File: config.mk
export PLATFORM = sky130hd
export DESIGN_NAME = max7219_cascade_ctrl
export DESIGN_NICKNAME = d
export VERILOG_FILES = /design/src/rtl/max7219_cascade_ctrl.sv
export SDC_FILE = /design/constraint.sdc
export NUM_CORES = 1
export LEC_CHECK = 0
export CORE_ASPECT_RATIO = 1.75
export CORE_MARGIN = 3
export CORE_UTILIZATION = 55
export DETAILED_ROUTE_END_ITERATION = 10
export PLACE_DENSITY = 0.75
export SYNTH_ARGS = -nofsm -noshare
export SYNTH_HDL_FRONTEND = slang
export SYNTH_SLANG_ARGS = --single-unit
File: constraint.sdc
create_clock -name clk -period 4.25 [get_ports clk]
set_input_delay 0.85 -clock clk [delete_from_list [all_inputs] [get_ports clk]]
set_output_delay 0.85 -clock clk [all_outputs]
set_load 0.005 [all_outputs]
File: src/rtl/max7219_cascade_ctrl.sv
// Command FIFO and frame sequencer upstream of max7219_if.
// Each buffered register write becomes one 16-bit frame per cascaded device.
module max7219_cascade_ctrl #(
    parameter int G_NB_MATRIX  = 4,
    parameter int G_FIFO_DEPTH = 8,
    parameter int G_DEV_WIDTH  = 2
) (
    input  logic                   clk,
    input  logic                   rst_n,
    input  logic                   i_cmd_valid,
    output logic                   o_cmd_ready,
    input  logic [G_DEV_WIDTH-1:0] i_cmd_dev,
    input  logic                   i_cmd_bcast,
    input  logic [3:0]             i_cmd_reg,
    input  logic [7:0]             i_cmd_data,
    output logic                   o_start,
    output logic                   o_en_load,
    output logic [15:0]            o_data,
    input  logic                   i_done,
    output logic                   o_busy
);

    localparam int A_W = (G_FIFO_DEPTH > 1) ? $clog2(G_FIFO_DEPTH) : 1;
    localparam int J_W = (G_NB_MATRIX > 1) ? $clog2(G_NB_MATRIX) : 1;
    localparam int E_W = 1 + G_DEV_WIDTH + 12;
    localparam logic [J_W-1:0] J_LAST   = J_W'(G_NB_MATRIX - 1);
    localparam logic [A_W:0]   FULL_CNT = (A_W+1)'(G_FIFO_DEPTH);

    typedef enum logic [1:0] {IDLE, START, WAIT_DONE} state_t;

    state_t state, state_nx;

    logic [E_W-1:0]         mem [G_FIFO_DEPTH];
    logic [A_W-1:0]         wr_ptr, rd_ptr;
    logic [A_W:0]           count;
    logic                   empty, full, push, pop;

    logic                   head_bcast;
    logic [G_DEV_WIDTH-1:0] head_dev;
    logic [3:0]             head_reg;
    logic [7:0]             head_data;

    logic                   cmd_bcast;
    logic [G_DEV_WIDTH-1:0] cmd_dev;
    logic [3:0]             cmd_reg;
    logic [7:0]             cmd_data;

    logic [J_W-1:0]         j;
    logic [15:0]            data_q;
    logic                   load_q;
    logic                   advance;

    // Frame jj is shifted first and lands farthest down the chain.
    function automatic logic [15:0] frame_word(
        input logic                   bc,
        input logic [G_DEV_WIDTH-1:0] dv,
        input logic [3:0]             rg,
        input logic [7:0]             dt,
        input logic [J_W-1:0]         jj
    );
        if (bc || (int'(dv) == G_NB_MATRIX - 1 - int'(jj)))
            return {4'h0, rg, dt};
        return 16'h0000;
    endfunction

    assign empty = (count == '0);
    assign full  = (count == FULL_CNT);
    assign push  = i_cmd_valid && !full;
    assign pop   = (state == IDLE) && !empty;
    assign advance = (state == WAIT_DONE) && i_done && (j != J_LAST);

    assign {head_bcast, head_dev, head_reg, head_data} = mem[rd_ptr];

    always_ff @(posedge clk) begin
        if (push)
            mem[wr_ptr] <= {i_cmd_bcast, i_cmd_dev, i_cmd_reg, i_cmd_data};
    end

    always_ff @(posedge clk or negedge rst_n) begin
        if (!rst_n) begin
            wr_ptr <= '0;
            rd_ptr <= '0;
            count  <= '0;
        end else begin
            if (push)
                wr_ptr <= wr_ptr + 1'b1;
            if (pop)
                rd_ptr <= rd_ptr + 1'b1;
            case ({push, pop})
                2'b10:   count <= count + 1'b1;
                2'b01:   count <= count - 1'b1;
                default: count <= count;
            endcase
        end
    end

    always_ff @(posedge clk or negedge rst_n) begin
        if (!rst_n)
            state <= IDLE;
        else
            state <= state_nx;
    end

    always_comb begin
        state_nx = state;
        case (state)
            IDLE:      if (!empty) state_nx = START;
            START:     state_nx = WAIT_DONE;
            WAIT_DONE: if (i_done) state_nx = (j == J_LAST) ? IDLE : START;
            default:   state_nx = IDLE;
        endcase
    end

    always_ff @(posedge clk) begin
        if (pop) begin
            cmd_bcast <= head_bcast;
            cmd_dev   <= head_dev;
            cmd_reg   <= head_reg;
            cmd_data  <= head_data;
        end
    end

    // Frame word and load flag are prepared one edge ahead of each START
    // and then held through the completing i_done.
    always_ff @(posedge clk or negedge rst_n) begin
        if (!rst_n) begin
            j      <= '0;
            data_q <= 16'h0000;
            load_q <= 1'b0;
        end else if (pop) begin
            j      <= '0;
            data_q <= frame_word(head_bcast, head_dev, head_reg, head_data, '0);
            load_q <= (J_LAST == '0);
        end else if (advance) begin
            j      <= j + 1'b1;
            data_q <= frame_word(cmd_bcast, cmd_dev, cmd_reg, cmd_data, j + 1'b1);
            load_q <= ((j + 1'b1) == J_LAST);
        end
    end

    assign o_start     = (state == START);
    assign o_en_load   = load_q;
    assign o_data      = data_q;
    assign o_busy      = !empty || (state != IDLE);
    assign o_cmd_ready = !full;

endmodule

Yosys cells after proc, flatten, opt, wreduce, memory -nomap -nowiden:

Memories as Yosys holds them, arrays and structs flattened.
Index checks and enable logic that the tools add are counted.

* $add $sub $neg: 6
* equal/unequal tests: 12
* multiplexer cells: 22
* reduce and logical (&&, ||, !) cells: 15

Operators by type and width (number)
* 16-bit two-way mux: 6
* 1-bit two-way mux: 10
* 2-bit == test, second input constant: 4
* 2-bit two-way mux: 4
* 4-bit case mux with 2 select lines: 1
* 3-bit by 1-bit adder with 3-bit output, second input constant: 2
* 2-bit by 1-bit == test with 1-bit output, second input constant: 3
* 2-bit inequality test, second input constant: 3
* 2-bit case mux with 3 select lines: 1
* 2-bit nonzero test: 3
* 4-bit by 1-bit adder with 4-bit output, second input constant: 1
* 4-bit == test, second input constant: 1
* 1-bit logical AND: 4
* 4-bit zero test: 1
* 4-bit by 1-bit subtractor with 4-bit output, second input constant: 1
* 3-bit == test: 1
* 1-bit logical OR: 3
* 2-bit by 2-bit subtractor with 3-bit output, first input constant: 1
* 2-bit by 1-bit adder with 2-bit output, second input constant: 1
* 1-bit zero test: 2
* 2-bit zero test: 1
* 2-bit AND reduction: 1

* register bits after elaboration: 46
* RAM bits: 120
* bits of input ports: 19
* output and inout bits: 20
* memories kept: 1

Memory list
* mem: depth 8, bits a word 15, rd ports 1, clocked after Yosys merged registers in 0, wr ports 1, line 33 `logic [E_W-1:0] mem [G_FIFO_DEPTH];`

Longest topological paths before layout:

Gate-level depths: netlist of the first run.

* word-level depth: 10
* depth in mapped cells: 12

Worst setup path after synthesis of the first run:

OpenSTA, ideal clock, no wires.

* path kind: input-to-reg
* start point: input i_cmd_valid
* end point: memory mem[0][0] (netlist bit) (enable)
* arrival: 2.508 ns
* slack: 1.316 ns
* stages on the path: 2
* buffers on the path: 0
* cells stage by stage: nand2_1 nor4_1

* cells in the longest elaborated chain, start to end: 3

RTL lines
* start: declaration: line 10 `input logic i_cmd_valid,`
* 1-bit logical AND: line 68 `assign push = i_cmd_valid && !full;`
* 1-bit two-way mux: line 75 `if (push)`
* 1-bit two-way mux (not written as such): line 76 `mem[wr_ptr] <= {i_cmd_bcast, i_cmd_dev, i_cmd_reg, i_cmd_data};`
* end: declaration: line 33

No other way between the ends.

Worst setup path in the final report of the first run:

* start point: register rd_ptr[0]
* end point: register data_q[11] (netlist: o_data[11])

* cells in the longest elaborated chain, start to end: 7
* elaborated cells between the ends (all ways): 8
* those cells by class: 1 x eq/ne; 5 x mux; 1 x reduce/logical; 1 x memory

RTL lines
* start: declaration: line 34 `logic [A_W-1:0] wr_ptr, rd_ptr;`
* start signal: assignment: line 88 `rd_ptr <= rd_ptr + 1'b1;`
* memory 8 x 15 bit
* named net head_dev[1]: line 39 `logic [G_DEV_WIDTH-1:0] head_dev;`
* 2-bit by 1-bit == test with 1-bit output: line 61 `if (bc || (int'(dv) == G_NB_MATRIX - 1 - int'(jj)))`
* 1-bit logical OR: line 61
* 1-bit two-way mux: line 61
* 1-bit two-way mux: line 130 `end else if (pop) begin`
* 16-bit two-way mux: line 63 `return 16'h0000;`
* 16-bit two-way mux: line 130
* end signal: assignment: line 132 `data_q <= frame_word(head_bcast, head_dev, head_reg, head_data, '0);`
* end signal: assignment: line 136 `data_q <= frame_word(cmd_bcast, cmd_dev, cmd_reg, cmd_data, j + 1'b1);`
* end: declaration: line 49 `logic [15:0] data_q;`

The timed path passes the listed nets, and every way through them passes these cells. The select of a mux whose other input is x is not followed.
A chain may end at the register's enable or synchronous reset.

==> run_results.csv, run 1 <==
group,metric,value,unit
clock_network,htreeDepth,4,
grt,grt_pass1_wl,19020,um
final_layout,largest_register_ff_count,120,
clock_network,numCtsBuffers,17,
place,globalplace.congestion,0.7647,
synth,ys_types,36,
clock_network,cts_max_path_buffers,2,
grt,groute.usage.overall,19.84,%
clock_network,cts_setup_buffers,0,
sta,finClkSkew,0.007408,ns
final_layout,drive_above_1_share,22.06,%
synth,synth-edff-count,135,
synth,synth_cells,359,
clock_network,cts_resized,0,
detailed_routing,drtPass1Iterations,7,
worst_setup_path,worst_setup_path_start_kind,"flip-flop",
floorplan,die_h,150.0,um
detailed_routing,drt_wl_total,11670,um
worst_setup_path,critPathCaptureType,"flip-flop",
sta,report.final.slew_viol_count,0,
synth,seq_area_frac_synth,72.62,%
sta,max_freq,0.3707,GHz
floorplan,rows,52,
worst_setup_path,critPathKind,"flip-flop to flip-flop",
place,io_buffers,34,
pwr,powerDensity,742.2,mW/mm2
final_layout,areaGrowthSynthToFinish,17.58,%
final_layout,final_nets,432,
detailed_routing,remaining_drc_errors,0,
grt,grt_pass1_vias,3582,
synth,synthArstFlopShare,16.67,%
worst_setup_path,arrival,2.99,ns
synth,ys_seq_elements,162,
sta,tightestPinTransition,1.037,ns
detailed_routing,ant_nets,0,
synth,yosysMostFrequentCell,"edfxtp_1",
sta,fin_crit,2.698,ns
sta,tns,0,ns
synth,yosysTopAreaCell,"edfxtp_1",
run_status,status,"completed",
synth,ys_top_cells_by_area,"edfxtp_1 62%, dfrtp_1 10%, mux4_2 8.3%, mux2_2 3.1%, nor2_1 1.9%",
synth,synthFlopType,"edfxtp_1",
clock_network,clkSinkCount,162,
floorplan,initial_core_util,56.23,%
floorplan,dieArea,0.01323,mm2
synth,synthesis.area,0.006512,mm2
final_layout,antenna_cells,0,
worst_setup_path,worst-path-max-fanout,34,
clock_network,cts_hold_buffers,0,
worst_setup_path,required,4.54,ns
sta,period_share,63.48,%
floorplan,core_area,0.01158,mm2
synth,ys_warn_count,0,
clock_network,clk_pin_slew_worst_paths,0.06,ns
sta,relSlewSlack,30.89,%
sta,setup_ws,1.552,ns
synth,syn_avg_cell_area,18.14,um2
detailed_routing,vias,3290,
floorplan,ioPinCount,39,
place,place_ws,1.255,ns
sta,rsz0062_at_grt,"no",
detailed_routing,wl_per_cell,21.13,um
grt,grt_max_degree,46,
pwr,ir_drop,327.2,uV
detailed_routing,via_per_inst,5.960,
synth,yosysTopAreaCellShare,62.25,%
floorplan,die_x,88.26,um
flow_run,drv_cap,0,
pwr,power_leakage,0.002650,uW
clock_network,cts_tree,"yes",
clock_network,clock_latency,0.41,ns
detailed_routing,first_iter_violations,252,
sta,hold_viol_final,0,
clock_network,ctsRootBufferMaster,"clkbuf_16",
grt,grt_antenna_before_repair,0,
synth,yosys-top-cells-count,"135 x edfxtp_1, 33 x nor2_1, 27 x dfrtp_1",
grt,grt_overflow_total,0,
place,dp.final_hpwl,6916,um
final_layout,top_register,"mem",
sta,setup_viol,0,
worst_hold_path,hp-class,"flip-flop to flip-flop",
cells in the final DEF (no fill, tap or decap), types with 4 or more instances in the layout:
cell	instances
ha_1	7
a21oi_1	5
mux4_2	24
bufinv_16	5
edfxtp_1	135
nand2b_1	4
xnor2_1	7
clkdlybuf4s50_1	34
a31o_1	11
nor4_1	13
clkbuf_16	17
conb_1	4
dfrtp_1	26
mux4_1	4
xor2_1	4
nor3_2	4
buf_4	14
nor2_1	33
mux2_2	18
nand2_1	14
kinds of logic (layout without fill, tap and decap cells):
family                   after synthesis  in the layout  synth area share (%)
AND/OR/NAND/NOR                       82             82                 6.167
AO/OA/AOI/OAI                         23             23                 2.824
adder cells (fa/ha/maj)                7              7                 1.345
buffers and inverters                 25             80                 2.171
flip-flops                           162            162                 72.62
multiplexers                          48             48                 13.33
other                                  1              4               0.05758
XOR/XNOR                              11             11                 1.479
metal layers:
| metal | share of wire, % | GRT usage, % | vias up |
|---|---|---|---|
| met2 | 55 | 32.80 | 87 |
| met5 | 0 | 0 | - |
| met4 | 2.6 | 9.682 | 0 |
| met3 | 2.9 | 4.904 | 26 |
| li1 | - | - | 1503 |
| met1 | 39 | 24.04 | 1674 |
path summary, 6_finish.rpt:
check | from | end | slack [ns] | cells after the start
min | count[3] | count[3] | 0.51 | 1
min in group asynchronous | rst_n | count[1] | 0.83 | 2
min reg2reg | count[3] | count[3] | 0.51 | 1
max in group asynchronous | rst_n | rd_ptr[0] | 3.13 | 2
max | rd_ptr[0] | o_data[11] | 1.55 | 4
max reg2reg | rd_ptr[0] | o_data[11] | 1.55 | 4
per-stage QoR:
step | hold slack (ns) | utilization, % | total power [uW] | instances | instance area, um2
after global placement | 0.4860 | 60.77 | 4065 | 522 | 7038
after floorplan | 0.4643 | - | 3622 | 362 | 6524
after detailed placement | 0.5093 | 60.77 | 4129 | 522 | 7038
final | 0.5129 | 66.12 | 5683 | 552 | 7657
after global routing | 0.5312 | 66.12 | 5990 | 552 | 7657
after CTS | 0.5174 | 66.12 | 5747 | 552 | 7657
layout make-up:
type / instances / area (um2)
Sequential cell: 162 / 4731
Fill cell: 758 / 3924
Multi-Input combinational cell: 175 / 1685
Timing Repair Buffer: 48 / 445.4
Clock buffer: 19 / 432.9
Clock inverter: 11 / 186.4
Tap cell: 135 / 168.9
Inverter: 2 / 7.507
power breakdown:
group          internal [uW]  total [uW]  switching (uW)
registers               2170        2500             333
logic                    848        1590             741
clock network           1030        1590             561
total                   4050        5680            1640
worst max-delay path, stage by stage (launching register included):
cell and delay (ns):
dfrtp_2 1.05, mux4_1 0.66, mux2_2 0.31, o2bb2ai_2 0.25, a31o_2 0.31
(Power assumes the default switching activity.)
==> inputs of run 2 (changes only) <==
Settings changed: CORE_UTILIZATION 55 to 53.
Clock period 4.25 ns to 2.2 ns, I/O delays scaled along.
==> run 2 against run 1 <==
  * Fmax increased by 28%
  * Largest power group unchanged
  * Critical endpoint is now count[2]
  * Clock skew fell by 0.0012 ns
  * Die area increased by 3.6%
  * Critical path type unchanged
  * Worst setup slack lost 1.5 ns
==> run_results.csv, run 2 (synthesis results as in run 1) <==
group,metric,value,unit
clock_network,cts_tree,"yes",
clock_network,cts_max_path_buffers,2,
final_layout,final_nets,445,
grt,grt_overflow_total,0,
worst_setup_path,crit_top_cell,"xor2_1",
pwr,power_leakage,0.002767,uW
sta,hold_viol_final,0,
floorplan,initial_core_util,54.26,%
final_layout,num-fill-cells,801,
worst_setup_path,slowest_delay,0.44,ns
sta,relSlewSlack,61.30,%
final_layout,antenna_cells,0,
detailed_routing,vias,3334,
sta,max_freq,0.4732,GHz
worst_setup_path,path_cells,"nor4_4, nand2b_4, inv_1, ha_4, xor2_2, ha_2, a21oi_2, xor2_1, nor2_1, xor2_1",
detailed_routing,ant_nets,0,
place,dp.final_hpwl,7480,um
flow_run,drv_cap,0,
sta,fin_crit,2.113,ns
detailed_routing,first_iter_violations,277,
clock_network,clkSinkCount,162,
run_status,status,"completed",
grt,grt_max_degree,45,
pwr,ir_drop,841.2,uV
sta,period_share,96.05,%
place,globalplace.congestion,0.7428,
pwr,powerDensity,1437,mW/mm2
worst_hold_path,hp-class,"input port to asynchronous set/reset pin",
detailed_routing,drt_wl_total,11850,um
place,dp_cells,564,
detailed_routing,remaining_drc_errors,0,
worst_setup_path,required,2.49,ns
clock_network,clock_latency,0.41,ns
clock_network,cts_hold_buffers,0,
sta,setup_viol,0,
sta,finClkSkew,0.006195,ns
worst_setup_path,worst_setup_path_start_kind,"flip-flop",
final_layout,largest_register_ff_count,120,
worst_setup_path,arrival,2.40,ns
clock_network,clk_pin_slew_worst_paths,0.06,ns
final_layout,mostFrequentLayoutCells,"135 x edfxtp_1, 33 x nor2_1, 33 x clkdlybuf4s50_1, 25 x dfrtp_1, 24 x mux4_2",
detailed_routing,wl_per_cell,19.85,um
worst_setup_path,worst-path-max-fanout,5,
grt,grt_pass1_wl,19180,um
worst_setup_path,crit_cells,10,
final_layout,final_cells,597,
worst_setup_path,critPathKind,"flip-flop to flip-flop",
floorplan,die_h,152.6,um
detailed_routing,drtPass1Iterations,4,
floorplan,die_x,89.80,um
clock_network,numCtsBuffers,17,
place,io_buffers,34,
floorplan,rows,53,
final_layout,areaGrowthSynthToFinish,22.79,%
sta,report.final.slew_viol_count,0,
floorplan,dieArea,0.01371,mm2
worst_setup_path,cp_top_family,"simple AND/OR/NAND/NOR gates",
worst_setup_path,critPathCaptureType,"flip-flop",
sta,tns,0,ns
grt,grt_pass1_vias,3592,
worst_setup_path,reg2reg_depth,10,
detailed_routing,via_per_inst,5.585,
worst_setup_path,critPathSlowestCell,"dfrtp_2",
clock_network,ctsRootBufferMaster,"clkbuf_16",
final_layout,top_register,"mem",
final_layout,layout_commonest_cell,"edfxtp_1",
clock_network,htreeDepth,4,
grt,groute.usage.overall,18.65,%
worst_setup_path,cp.buffers_inverters,1,
final_layout,drive_above_1_share,27.78,%
floorplan,core_area,0.01200,mm2
grt,grt_antenna_before_repair,0,
sta,tightestPinTransition,0.5771,ns
floorplan,ioPinCount,39,
## run 2: changes by cell type in the layout (fill, tap and decap cells not counted), moves of 3 or more
| cell | previous run | this run |
|---|---|---|
| buf_12 | 0 | 9 |
| clkinv_1 | 3 | 0 |
| buf_4 | 14 | 18 |
| inv_8 | 0 | 4 |
## run 2: timing repair
item | CTS | global route
cloned | 0 | 0
pin swaps | 0 | 1
buffers inserted | 0 | 1
endpoints found under the setup margin | 1 | 2
gates resized for setup | 1 | 7
## run 2: per-stage QoR
| stage | worst slack, ns | power (uW) | utilization, % | area [um2] | hold WS, ns |
|---|---|---|---|---|---|
| after floorplan | -0.1868 | 7094 | - | 6576 | 0.1444 |
| after global placement | 0.05150 | 8155 | 60.85 | 7303 | 0.5006 |
| after detailed placement | 0.0009688 | 8313 | 60.85 | 7303 | 0.5150 |
| after CTS | 0.02409 | 11520 | 66.24 | 7950 | 0.3910 |
| after global routing | -0.02480 | 12050 | 66.62 | 7996 | 0.4355 |
| final | 0.08682 | 11490 | 66.62 | 7996 | 0.3984 |
## run 2: worst paths after layout
check / endpoint / start / slack, ns
min: count[2] / rst_n / 0.40
max reg2reg: count[2] / count[3] / 0.09
max: count[2] / count[3] / 0.09
max in group asynchronous: rd_ptr[0] / rst_n / 1.50
min reg2reg: o_en_load / o_en_load / 0.52
min in group clk: o_en_load / o_en_load / 0.52
## run 2: power breakdown
part           leakage [uW]  switching (uW)  total [uW]  internal (uW)
clock              0.000320            1220        3160           1940
combinational      0.000883            1810        3710           1900
sequential          0.00156             426        4620           4190
total               0.00277            3450       11500           8040
## run 2: routing by layer
| metal | GRT usage [%] | vias to the layer above | routed length, um |
|---|---|---|---|
| met5 | 0 | - | 0 |
| met2 | 33.15 | 68 | 6595 |
| li1 | - | 1520 | - |
| met3 | 4.694 | 19 | 358 |
| met1 | 21.64 | 1727 | 4743 |
| met4 | 7.310 | 0 | 153 |
## run 2: layout make-up
type / instances / area (um2) / area share [%]
timing repair buffer: 61 / 654.4 / 8.183
tap: 165 / 206.4 / 2.582
clock buffer: 17 / 425.4 / 5.320
clock inverter: 15 / 222.7 / 2.785
sequential: 162 / 4732 / 59.18
multi-input combinational: 175 / 1748 / 21.86
inverter: 2 / 7.507 / 0.09388
## run 2: worst reg2reg max path, stage by stage (launching register included)
cell and delay [ns]:
dfrtp_2 0.44, nor4_4 0.27, nand2b_4 0.17, inv_1 0.09, ha_4 0.20, xor2_2 0.15
ha_2 0.18, a21oi_2 0.14, xor2_1 0.16, nor2_1 0.06, xor2_1 0.14
==> inputs of run 3 (changes only) <==
Settings changed: GPL_TIMING_DRIVEN set to 0.
==> run 3 against run 2 <==
  * The run now ends with setup timing left
  * Design area grew 0.95%
  * Combinational power rose by 14%
  * Fmax is 5.4% lower
  * Core utilization grew 0.64 points
  * Non-clock buffer count increased by 19
  * Worst setup slack worse by 0.12 ns
  * Critical path depth is 1 higher
  * Clock-buffer cell count is 5 higher
  * Critical path type unchanged
  * Largest cell class unchanged
  * Largest power group unchanged
==> run_results.csv, run 3 (synthesis results as in run 1) <==
group,metric,value,unit
run_status,status,"finished with violations",
run_status,violations,"setup timing",
floorplan,dieArea,0.01371,mm2
detailed_routing,drt_wl_total,12890,um
worst_setup_path,critPathCaptureType,"flip-flop",
worst_setup_path,required,2.50,ns
clock_network,cts_max_path_buffers,2,
sta,tightestPinTransition,0.7341,ns
place,dp.final_hpwl,8272,um
sta,period_share,101.6,%
final_layout,fin_util,67.26,%
clock_network,htreeDepth,4,
final_layout,mostFrequentLayoutCells,"135 x edfxtp_1, 31 x clkdlybuf4s50_1, 30 x nor2_1, 25 x dfrtp_1, 24 x mux4_2",
sta,setup_viol,1,
sta,hold_viol_final,0,
detailed_routing,wl_per_cell,20.96,um
worst_setup_path,critPathKind,"flip-flop to flip-flop",
sta,setup_ws,-0.03453,ns
detailed_routing,ant_nets,0,
sta,fin_crit,2.235,ns
flow_run,drv_cap,0,
final_layout,areaGrowthSynthToFinish,23.96,%
detailed_routing,via_per_inst,5.675,
sta,max_freq,0.4475,GHz
detailed_routing,first_iter_violations,180,
clock_network,ctsRootBufferMaster,"clkbuf_16",
worst_setup_path,crit_top_cell,"xor2_1",
worst_setup_path,critPathSlowestCell,"dfrtp_2",
clock_network,clock_latency,0.42,ns
final_layout,antenna_cells,0,
sta,fin_hold_ws,0.04120,ns
pwr,power_leakage,0.002798,uW
grt,grt_pass1_wl,20710,um
clock_network,clk_pin_slew_worst_paths,0.06,ns
place,io_buffers,34,
detailed_routing,vias,3490,
floorplan,die_h,152.6,um
pwr,ir_drop,767.0,uV
place,globalplace.congestion,0.7595,
detailed_routing,remaining_drc_errors,0,
worst_setup_path,slowest_delay,0.45,ns
grt,grt_pass1_vias,3802,
grt,groute.usage.overall,20.19,%
sta,rsz0062_at_grt,"yes",
floorplan,initial_core_util,54.26,%
clock_network,clkSinkCount,162,
final_layout,final_nets,464,
grt,grt_antenna_before_repair,0,
grt,grt_max_degree,28,
pwr,p_total,11560,uW
sta,tns,-0.03453,ns
floorplan,core_area,0.01200,mm2
sta,relSlewSlack,50.69,%
final_layout,drive_above_1_share,30.44,%
floorplan,rows,53,
clock_network,cts_tree,"yes",
worst_setup_path,worst_setup_path_start_kind,"flip-flop",
final_layout,largest_register_ff_count,120,
sta,report.final.slew_viol_count,0,
place,dp_cells,568,
final_layout,layout_commonest_cell,"edfxtp_1",
worst_setup_path,worst-path-max-fanout,6,
worst_setup_path,path_cells,"nor4_4, nand2b_4, inv_4, clkbuf_16, ha_4, xor2_2, ha_2, a21oi_2, xor2_1, nor2_1, xor2_1",
sta,finClkSkew,0.01077,ns
pwr,powerDensity,1432,mW/mm2
final_layout,final_cells,615,
floorplan,ioPinCount,39,
detailed_routing,drtPass1Iterations,4,
worst_hold_path,hp-class,"input port to asynchronous set/reset pin",
worst_setup_path,arrival,2.54,ns
floorplan,die_x,89.80,um
grt,grt_overflow_total,0,
final_layout,top_register,"mem",
clock_network,numCtsBuffers,17,
[run 3: cell types whose count changed in the layout (fill, tap and decap cells not counted), moves of 4 or more]
cell and change:
inv_8 -4, buf_12 -8, clkbuf_1 +8, buf_6 +5
nor3_2 -5, buf_8 +5, nor3_4 +4
[run 3: path summary, 6_finish.rpt]
| kind | start | to | slack (ns) | cells after the start |
|---|---|---|---|---|
| setup / recovery | count[2] | count[2] | -0.03 | 11 |
| min in group clk | o_en_load | o_en_load | 0.52 | 2 |
| setup reg to reg | count[2] | count[2] | -0.03 | 11 |
| max in group asynchronous | rst_n | count[2] | 1.70 | 1 |
| hold / removal | rst_n | count[1] | 0.04 | 1 |
| hold reg to reg | o_en_load | o_en_load | 0.52 | 2 |
[run 3: layout make-up]
class | instances | area (um2)
sequential | 162 | 4732
timing repair buffer | 58 | 580.6
tap | 165 | 206.4
inverter | 2 | 10.01
multi-input combinational | 175 | 1814
fill | 780 | 3930
clock buffer | 22 | 444.2
buffer | 22 | 176.4
clock inverter | 9 | 108.9
[run 3: critical path, delay by kind of cell, from the launching register on]
kind / cells / cell delay [ns]
AOI/OAI and AO/OA: 1 / 0.12
adders and majority gates: 2 / 0.34
DFF: 1 / 0.45
and+or+nand+nor: 3 / 0.61
buffers and inverters: 2 / 0.18
xor gates and xnor gates: 3 / 0.42
[run 3: metrics by stage]
stage / setup slack [ns] / cell area, um2
after CTS: -0.09040 / 7973
after floorplan: -0.1868 / 6576
after global placement: -1.574 / 7123
after global routing: -0.1251 / 8073
final: -0.03453 / 8073
after detailed placement: -0.5877 / 7258
[run 3: repair_timing]
| action | 4_1_cts | 5_1_grt |
|---|---|---|
| gates resized for setup | 16 | 19 |
| hold buffers | 0 | 0 |
| cloned | 1 | 0 |
| setup endpoints to repair | 64 | 58 |
| pin swaps | 5 | 5 |
| buffers inserted | 8 | 8 |
[run 3: power by group]
group / switching [uW] / leakage (uW) / internal [uW]
Combinational: 2100 / 0.000975 / 2120
Sequential: 381 / 0.00156 / 4190
Clock: 1100 / 0.000258 / 1660
Total: 3580 / 0.00280 / 7980
[run 3: per-layer routing]
metal  global-route usage (%)  vias to the layer above  wire (um)
met5                        0                        -          0
met4                    8.918                        0        227
met3                    5.138                       21        581
met2                    35.52                      116       7151
met1                    23.23                     1791       4932
li1                         -                     1562          -
